### config.mk
export PLATFORM = sky130hd
export DESIGN_NAME = fir_coef_bank
export DESIGN_NICKNAME = d
export VERILOG_FILES = /design/src/rtl/fir_coef_bank.sv
export SDC_FILE = /design/constraint.sdc
export NUM_CORES = 1
export LEC_CHECK = 0
export CAP_MARGIN = 20
export CORE_UTILIZATION = 28
export CTS_CLUSTER_SIZE = 30
export DETAILED_ROUTE_END_ITERATION = 10
export PLACE_DENSITY_LB_ADDON = 0.15
export SLEW_MARGIN = 20
export SYNTH_ARGS = -nofsm -noshare
export SYNTH_HDL_FRONTEND = slang
export SYNTH_SLANG_ARGS = --single-unit
### constraint.sdc
create_clock -name clk_b -period 2.5 [get_ports clk_b]
set_input_delay 0.5 -clock clk_b [delete_from_list [all_inputs] [get_ports clk_b]]
set_output_delay 0.5 -clock clk_b [all_outputs]
set_load 0.02 [all_outputs]
### src/rtl/fir_coef_bank.sv
`timescale 1ns/1ps
module fir_coef_bank #(
  parameter int unsigned NUM_COEF  = 32,
  parameter int unsigned COEF_W    = 16,
  parameter int unsigned SAMPLES_W = 14,
  parameter int unsigned CW        = $clog2(NUM_COEF)
) (
  input  logic                 clk_b,
  input  logic                 rst,
  input  logic [31:0]          PADDR,
  input  logic                 PSEL,
  input  logic                 PENABLE,
  input  logic                 PWRITE,
  input  logic [31:0]          PWDATA,
  output logic                 PREADY,
  output logic [31:0]          PRDATA,
  output logic                 PSLVERR,
  input  logic [CW-1:0]        fir_coef_addr,
  output logic [COEF_W-1:0]    fir_coef_data,
  output logic                 start,
  input  logic                 busy,
  input  logic                 done,
  output logic [CW:0]          ile_wsp,
  output logic [SAMPLES_W-1:0] ile_probek,
  output logic                 irq
);

  typedef enum logic [1:0] {S_IDLE, S_RAM_WAIT, S_RESP} apb_state_t;

  apb_state_t state_q, state_d;

  logic              access;
  logic [9:0]        word;
  logic [9:0]        coef_off;
  logic [CW-1:0]     acc_idx;
  logic              is_reg;
  logic              is_coef;
  logic              acc_err;
  logic [31:0]       reg_rdata;

  logic              wr_q;
  logic              err_q;
  logic [9:0]        word_q;
  logic [CW-1:0]     idx_q;
  logic [31:0]       wdata_q;
  logic [31:0]       prdata_q;

  logic              active_bank;
  logic              swap_pending;
  logic              done_sticky;
  logic              irq_en;

  logic              commit;
  logic              swap_req;

  logic [COEF_W-1:0] coef_mem [2][NUM_COEF];
  logic [COEF_W-1:0] ram_rd_q;

  logic              unused_ok;

  assign access   = PSEL & PENABLE;
  assign word     = PADDR[11:2];
  assign coef_off = word - 10'd256;
  assign acc_idx  = coef_off[CW-1:0];
  assign is_reg   = (word < 10'd4);
  assign is_coef  = (word >= 10'd256) && ({22'd0, coef_off} < NUM_COEF);

  // Errors are judged on the bus state at ACCESS and carried to RESP.
  always_comb begin
    acc_err = !(is_reg || is_coef);
    if (PWRITE) begin
      if ((word == 10'd0) && PWDATA[0] && busy)              acc_err = 1'b1;
      if (((word == 10'd2) || (word == 10'd3)) && busy)      acc_err = 1'b1;
      if ((word == 10'd2) && ((PWDATA == 32'd0) || (PWDATA > NUM_COEF)))
        acc_err = 1'b1;
    end
  end

  always_comb begin
    reg_rdata = '0;
    if (is_reg) begin
      case (word[1:0])
        2'd0:    reg_rdata = {29'd0, irq_en, 2'b00};
        2'd1:    reg_rdata = {28'd0, done_sticky, swap_pending, active_bank, busy};
        2'd2:    reg_rdata = 32'(ile_wsp);
        default: reg_rdata = 32'(ile_probek);
      endcase
    end
  end

  always_ff @(posedge clk_b) begin
    if (rst) state_q <= S_IDLE;
    else     state_q <= state_d;
  end

  always_comb begin
    state_d = state_q;
    case (state_q)
      S_IDLE:
        if (access)
          state_d = (!PWRITE && is_coef) ? S_RAM_WAIT : S_RESP;
      S_RAM_WAIT: state_d = S_RESP;
      S_RESP:     state_d = S_IDLE;
      default:    state_d = S_IDLE;
    endcase
  end

  assign commit   = (state_q == S_RESP) && wr_q && !err_q;
  assign swap_req = commit && (word_q == 10'd0) && wdata_q[1];

  always_ff @(posedge clk_b) begin
    if (rst) begin
      wr_q          <= 1'b0;
      err_q         <= 1'b0;
      word_q        <= '0;
      idx_q         <= '0;
      wdata_q       <= '0;
      prdata_q      <= '0;
      active_bank   <= 1'b0;
      swap_pending  <= 1'b0;
      done_sticky   <= 1'b0;
      irq_en        <= 1'b0;
      start         <= 1'b0;
      ile_wsp       <= (CW+1)'(NUM_COEF);
      ile_probek    <= '0;
      fir_coef_data <= '0;
    end else begin
      fir_coef_data <= coef_mem[active_bank][fir_coef_addr];
      start         <= 1'b0;

      if (state_q == S_IDLE && access) begin
        wr_q     <= PWRITE;
        err_q    <= acc_err;
        word_q   <= word;
        idx_q    <= acc_idx;
        wdata_q  <= PWDATA;
        prdata_q <= reg_rdata;
      end
      if (state_q == S_RAM_WAIT)
        prdata_q <= 32'(ram_rd_q);

      // A pending swap retires on done; a swap request arriving together
      // with done while busy toggles once and never becomes pending.
      if (swap_pending) begin
        if (done) begin
          active_bank  <= ~active_bank;
          swap_pending <= 1'b0;
        end
      end else if (swap_req) begin
        if (busy && !done) swap_pending <= 1'b1;
        else               active_bank  <= ~active_bank;
      end

      if (done)
        done_sticky <= 1'b1;
      else if (commit && (word_q == 10'd1) && wdata_q[3])
        done_sticky <= 1'b0;

      if (commit) begin
        case (word_q)
          10'd0: begin
            irq_en <= wdata_q[2];
            start  <= wdata_q[0];
          end
          10'd2:   ile_wsp    <= wdata_q[CW:0];
          10'd3:   ile_probek <= wdata_q[SAMPLES_W-1:0];
          default: ;
        endcase
      end
    end
  end

  always_ff @(posedge clk_b) begin
    if (commit && (word_q >= 10'd256))
      coef_mem[~active_bank][idx_q] <= wdata_q[COEF_W-1:0];
    ram_rd_q <= coef_mem[~active_bank][acc_idx];
  end

  assign PREADY  = (state_q == S_RESP);
  assign PSLVERR = (state_q == S_RESP) && err_q;
  assign PRDATA  = ((state_q == S_RESP) && !wr_q && !err_q) ? prdata_q : '0;
  assign irq     = done_sticky & irq_en;

  assign unused_ok = ^{PADDR[31:12], PADDR[1:0], wdata_q};

endmodule

==> results of run 1 <==
[routing by layer]
| layer | routed length, um | global-route usage, % |
|---|---|---|
| met4 | 5870 | 6.67 |
| met5 | 0 | 0 |
| met3 | 11300 | 3.27 |
| met1 | 77800 | 26.7 |
| met2 | 86800 | 31.9 |
[cells in the mapped netlist, drive strengths merged, types with 2 or more instances]
library cell	instances	area share, %
or3	5	0.061
clkbuf	103	0.76
a221oi	16	0.27
a211oi	2	0.029
o21ai	57	0.56
buf	117	1.2
inv	3	0.022
a31o	3	0.052
a31oi	14	0.17
o32ai	3	0.052
and2	18	0.22
and3	2	0.025
nor4	12	0.16
a22oi	32	0.47
o211ai	26	0.38
nand4	6	0.074
o22ai	20	0.25
or2	5	0.061
a222oi	12	0.24
dfxtp	104	4.1
o2111ai	4	0.069
a21oi	71	0.70
mux4	553	24
nor2	136	1.0
nor3b	7	0.13
mux2	21	0.46
nand3	7	0.069
nand2b	7	0.086
or4	4	0.066
mux2i	104	2.0
edfxtp	1024	60
nand3b	3	0.044
nor2b	8	0.098
o22a	3	0.052
o21a	3	0.044
nor3	14	0.14
or3b	3	0.052
nand2	143	1.1
[timing repair]
| action | 4_1_cts | 5_1_grt |
|---|---|---|
| setup buffers | 3 | 3 |
| gates resized for setup | 104 | 30 |
| hold buffers | 0 | 0 |
| endpoints found under the setup margin | 21 | 42 |
| pin swaps | 2 | 5 |
| gates cloned | 3 | 0 |
[where the power goes]
group          internal, uW  switching, uW
clock                 10300           7830
combinational          1380           1710
sequential            20600            200
[area by class of cell]
class / instances / area share [%]
clock buffers: 150 / 5.23
well taps: 2370 / 4.70
repair buffers: 520 / 9.20
multi-input cells: 1347 / 27.7
diodes: 8 / 0.0317
inverters: 3 / 0.0178
clock inverters: 78 / 1.06
flip-flops and latches: 1128 / 52.1
[how the worst min path moves through the flow]
stage          slack (ns)      start  cells past startpoint             to
3_5_place_dp         0.47     irq_en                      2         irq_en
3_3_place_gp         0.46  word_q[7]                      2      word_q[7]
2_1_floorplan        0.44     irq_en                      2         irq_en
5_1_grt              0.12        rst                      3  ile_probek[7]
4_1_cts              0.06        rst                      3  ile_probek[7]
6_report             0.14        rst                      3  ile_probek[7]
[flip-flops by register name, indices dropped and copies added, names as in the netlist, named ones only]
register / flops
active_bank: 1
coef_mem: 1024
done_sticky: 1
err_q: 1
fir_coef_data: 16
ile_probek: 14
ile_wsp: 6
irq_en: 1
prdata_q: 16
ram_rd_q: 16
start: 1
state_q: 2
swap_pending: 1
wdata_q: 16
word_q: 10
wr_q: 1
[cell usage in the layout, fill, tap and decap left out, drive strengths merged, types with 7 or more instances in the layout]
cell and instances:
a21oi 71, a221oi 16, a222oi 12, a22oi 32, a31oi 14, and2 18, buf 433, bufinv 9
clkbuf 151, clkdlybuf4s50 81, clkinv 58, conb 16, dfxtp 104, diode 8, edfxtp 1024, inv 8
mux2 21, mux2i 104, mux4 553, nand2 143, nand2b 7, nand3 7, nor2 136, nor2b 8
nor3 14, nor3b 7, nor4 12, o211ai 26, o21ai 57, o22ai 20
[cell families (layout without fill, tap and decap cells)]
kind of cell           after synthesis  after routing  synth area share, %
flip-flops                        1128           1128                 64.4
buffers and inverters              223            751                 1.94
AO/OA/AOI/OAI                      269            269                 3.38
multiplexers                       678            678                 26.9
other                                1             24              0.00735
AND/OR/NAND/NOR                    383            383                 3.39
XOR/XNOR                             1              1               0.0172
[metrics by stage]
stage | setup TNS (ns) | hold WS [ns] | cells
6_report | 0 | 0.141 | 5604
5_1_grt | -0.0773 | 0.119 | 5601
4_1_cts | -0.456 | 0.0554 | 5594
3_5_place_dp | -8.34 | 0.467 | 5360
3_3_place_gp | -8.08 | 0.456 | 5360
2_1_floorplan | -27.72 | 0.437 | 2698
[tightest hold or removal path, stage by stage]
cell and delay [ns]:
sky130_fd_sc_hd__buf_2 0.15, sky130_fd_sc_hd__buf_4 0.16, sky130_fd_sc_hd__a21oi_1 0.04
==> results.cfg, run 1 <==
[sta]
slew-limit-headroom_pct = 31.9
pin_slew_with_the_least_headroom_to_its_limit_ns = 1.02
rsz0062_at_grt = yes
achievable-frequency_mhz = 400
layout_min_cycle_time_ns = 2.50
setup_ws_ns = 0.00236
final.period_utilization_pct = 99.9
setup_violations = 0
hold_viol_final = 0
final_max_slew_viol_count = 0
worst_clock_skew_ns = 0.0297

[route]
first_pass_iters = 5
drt_wl_total_mm = 182
drt_iter0_drc = 3147
routed-via-count = 29776
drt-wirelength-per-cell_um = 32.4
antenna_violating_nets_post_route = 0
detail_route.drc_violations = 0
detail_route.vias_per_cell = 5.31

[yosys]
count_of_cell_types_in_the_netlist = 53
postSynthRegisterBits = 1128
postSynth.asyncResetShare_pct = 0
post_synth.cell_area_avg_um2 = 19.0
synth.yosys.warnings = 0
synth_edf_count = 1024
synthCells = 2683
synth_seq_area_share_pct = 64.4
combined_area_of_all_synthesized_cells_um2 = 51000
synth-main-ff-cell = sky130_fd_sc_hd__edfxtp_1

[clock_tree]
numCtsBuffers = 121
htree_num_levels = 3
clkTransAtPathRegs_ns = 0.06
clk_path_buf_depth = 3
cts.sink_count = 1128
worst_skew_pair.late_latency_ns = 0.77
root_buffer = sky130_fd_sc_hd__clkbuf_16
cts_tree = done

[floorplanning]
die_h_um = 429
fp.dieArea_um2 = 184000
core_area_um2 = 181000
die-width_um = 429
std_cell_rows = 156
io_pins = 148
initial_core_util_pct = 28.2

[critical_path]
ff2ff_setup_slack_ns = 0.002
criticalPathCategory = flip-flop to flip-flop
timing.critical_path.to = fir_coef_data[10]
worst_path_max_delay_cell = sky130_fd_sc_hd__o211ai_1
worst_path_most_repeated_cell = sky130_fd_sc_hd__buf_16
cpPeakStageDelay_ns = 0.72
worst_path_dominant_cell_family = compound AO/OA/AOI/OAI gates
regToRegEndpoint = fir_coef_data[10]
crit_buf_inv = 3
cp_num_cells = 6
worst_setup_path_end_kind = flip-flop
startpoint_type = flip-flop
worst_r2r_path_depth = 6
worst-path-max-fanout = 20
timing.critical_path.required_ns = 3.09
cp_cell_instances = buf_4 > buf_16 > buf_16 > mux2_2 > o211ai_1 > o21ai_2
worst_ep_arrival_time_ns = 3.09

[placed_design]
place_area_um2 = 58900
place_congestion = 0.853
portBuffers = 109
dp_hpwl_mm = 124
detailedPlace.worstSlack_ns = -0.588

[grt]
grt_max_degree = 71
first_pass_grt_wire_length_mm = 253
grt_antenna_before_repair = 8
grtUsageTotal_pct = 19.7
globalRouteOverflowTotal = 0
first_global_vias = 30916

[hold_path]
worstHoldPathType = primary input to flip-flop

[final_layout]
fraction_of_layout_cells_with_a_size_suffix_above_1_pct = 40.2
design_area_um2 = 63100
layout.core_utilization_pct = 34.9
syn2layout_area_growth_pct = 23.7
seqCellArea_um2 = 32900
design.final.nets = 3197
multi_input_logic_area_um2 = 17500
num-fill-cells = 16789

[power]
max-vdd-ir-drop_uv = 504
powerDensity_nw_per_um2 = 665
report.power.total_uw = 42000
cellLeakagePower_uw = 0.0193

[status]
outcome = finished, final reports clean

[run]
timing.max_cap.violations = 0
(Power assumes the default switching activity.)
==> run 2, diff against run 1 <==
- SLEW_MARGIN: 20 -> not set
==> results of run 2 <==
No change in the layout: final DEF, timing and power equal those of run 1.
==> run 3, diff against run 2 <==
- PLACE_DENSITY_LB_ADDON: 0.15 -> 0.2
==> results.cfg, run 3 (synthesis gave the netlist of run 1 again) <==
[final_layout]
design.final.nets = 3256
finalNonFillerCells = 5660
largest_register_ffs = 1024
layout.cells.most_common_list = sky130_fd_sc_hd__edfxtp_1, sky130_fd_sc_hd__mux4_2, sky130_fd_sc_hd__buf_4
syn2layout_area_growth_pct = 25.1
design_area_um2 = 63800
layout_commonest_cell = sky130_fd_sc_hd__edfxtp_1
max_flop_register = coef_mem
fraction_of_layout_cells_with_a_size_suffix_above_1_pct = 41.5

[floorplanning]
die_h_um = 429
fp.dieArea_um2 = 184000
core_area_um2 = 181000
std_cell_rows = 156
die-width_um = 429
io_pins = 148
initial_core_util_pct = 28.2

[clock_tree]
cts.sink_count = 1128
cts_tree = done
worst_skew_pair.late_latency_ns = 0.77
clkTransAtPathRegs_ns = 0.06
clk_path_buf_depth = 3
root_buffer = sky130_fd_sc_hd__clkbuf_16
numCtsBuffers = 134
htree_num_levels = 4
post_cts_hold_fix_bufs = 0

[route]
drt_wl_total_mm = 184
detail_route.drc_violations = 0
first_pass_iters = 7
drt_iter0_drc = 3498
antenna_violating_nets_post_route = 0
drt-wirelength-per-cell_um = 32.5
routed-via-count = 30711
detail_route.vias_per_cell = 5.43

[power]
powerDensity_nw_per_um2 = 675
cellLeakagePower_uw = 0.0197
max-vdd-ir-drop_uv = 766

[sta]
setup_violations = 3
layout_min_cycle_time_ns = 2.54
achievable-frequency_mhz = 394
slew-limit-headroom_pct = 27.6
final.period_utilization_pct = 101
pin_slew_with_the_least_headroom_to_its_limit_ns = 1.09
hold_viol_final = 0
setup_ws_ns = -0.0372
rsz0062_at_grt = yes
worst_clock_skew_ns = 0.0304
final_max_slew_viol_count = 0

[critical_path]
worst_ep_arrival_time_ns = 3.25
worst-path-max-fanout = 9
criticalPathCategory = flip-flop to flip-flop
timing.critical_path.required_ns = 3.21
startpoint_type = flip-flop
worst_setup_path_end_kind = flip-flop
ff2ff_setup_slack_ns = -0.04

[placed_design]
place_area_um2 = 59400
place_congestion = 0.887
post-place-cells = 5407
dp_hpwl_mm = 127
portBuffers = 109

[status]
violations = negative setup slack
outcome = finished, violations left

[run]
timing.max_cap.violations = 0

[grt]
first_pass_grt_wire_length_mm = 257
grt_max_degree = 73
first_global_vias = 31603
grtUsageTotal_pct = 19.9
globalRouteOverflowTotal = 0
grt_antenna_before_repair = 17

[hold_path]
worstHoldPathType = primary input to flip-flop
[run 3: timing repair]
item,in CTS,in global routing
pin swaps,2,5
gates resized for setup,113,17
cloned,1,0
setup endpoints to repair,21,20
setup buffers,5,0
[run 3: final cells by class]
type	count	area, um2
multi-input cells	1347	17500
inverters	3	11.3
clock buffers	179	3650
repair buffers	566	6210
clock inverters	64	594
flip-flops and latches	1128	32900
fillers	16773	117000
well taps	2370	2970
diodes	3	7.51
[run 3: final timing paths]
check             startpoint               end  cells after the start
setup / recovery   flip-flop  fir_coef_data[5]                      9
setup reg to reg   flip-flop  fir_coef_data[5]                      9
hold / removal     PWDATA[3]        wdata_q[3]                      3
hold reg to reg    word_q[6]         word_q[6]                      2
[run 3: worst max-delay path, cell delays in order, from the launching register on]
cell	delay [ns]
sky130_fd_sc_hd__dfxtp_4	0.54
sky130_fd_sc_hd__buf_12	0.19
sky130_fd_sc_hd__mux4_2	0.19
sky130_fd_sc_hd__mux2i_1	0.07
sky130_fd_sc_hd__buf_4	0.16
sky130_fd_sc_hd__a22oi_1	0.52
sky130_fd_sc_hd__o211ai_1	0.26
sky130_fd_sc_hd__buf_4	0.22
sky130_fd_sc_hd__o21ai_0	0.15
sky130_fd_sc_hd__buf_4	0.17
[run 3: power breakdown]
part	leakage, uW	internal, uW	total, uW	switching [uW]
sequential	0.00970	20600	20800	232
combinational	0.00788	1410	3150	1740
clock	0.00207	11200	19100	7910
total	0.0197	33200	43100	9890
[run 3: layer usage]
metal / wire length (um) / vias up / track usage (%)
li1: - / 12383 / -
met5: 95 / - / 0
met3: 13500 / 234 / 4.01
met1: 77900 / 16703 / 27.2
met4: 5430 / 14 / 5.73
met2: 86900 / 1377 / 31.9
[run 3: per-stage QoR]
stage               worst slack [ns]  setup TNS (ns)  utilization (%)  total power (uW)  hold WS [ns]
floorplan                    -0.0580          -27.72                -             22700         0.437
global placement              -0.631          -11.55             32.8             24300         0.457
detailed placement            -0.576          -10.61             32.8             24400         0.465
CTS                          -0.0693          -0.528             35.2             43500         0.278
global route                 -0.0843          -0.661             35.3             44200         0.324
finish                       -0.0372         -0.0459             35.3             43100         0.330
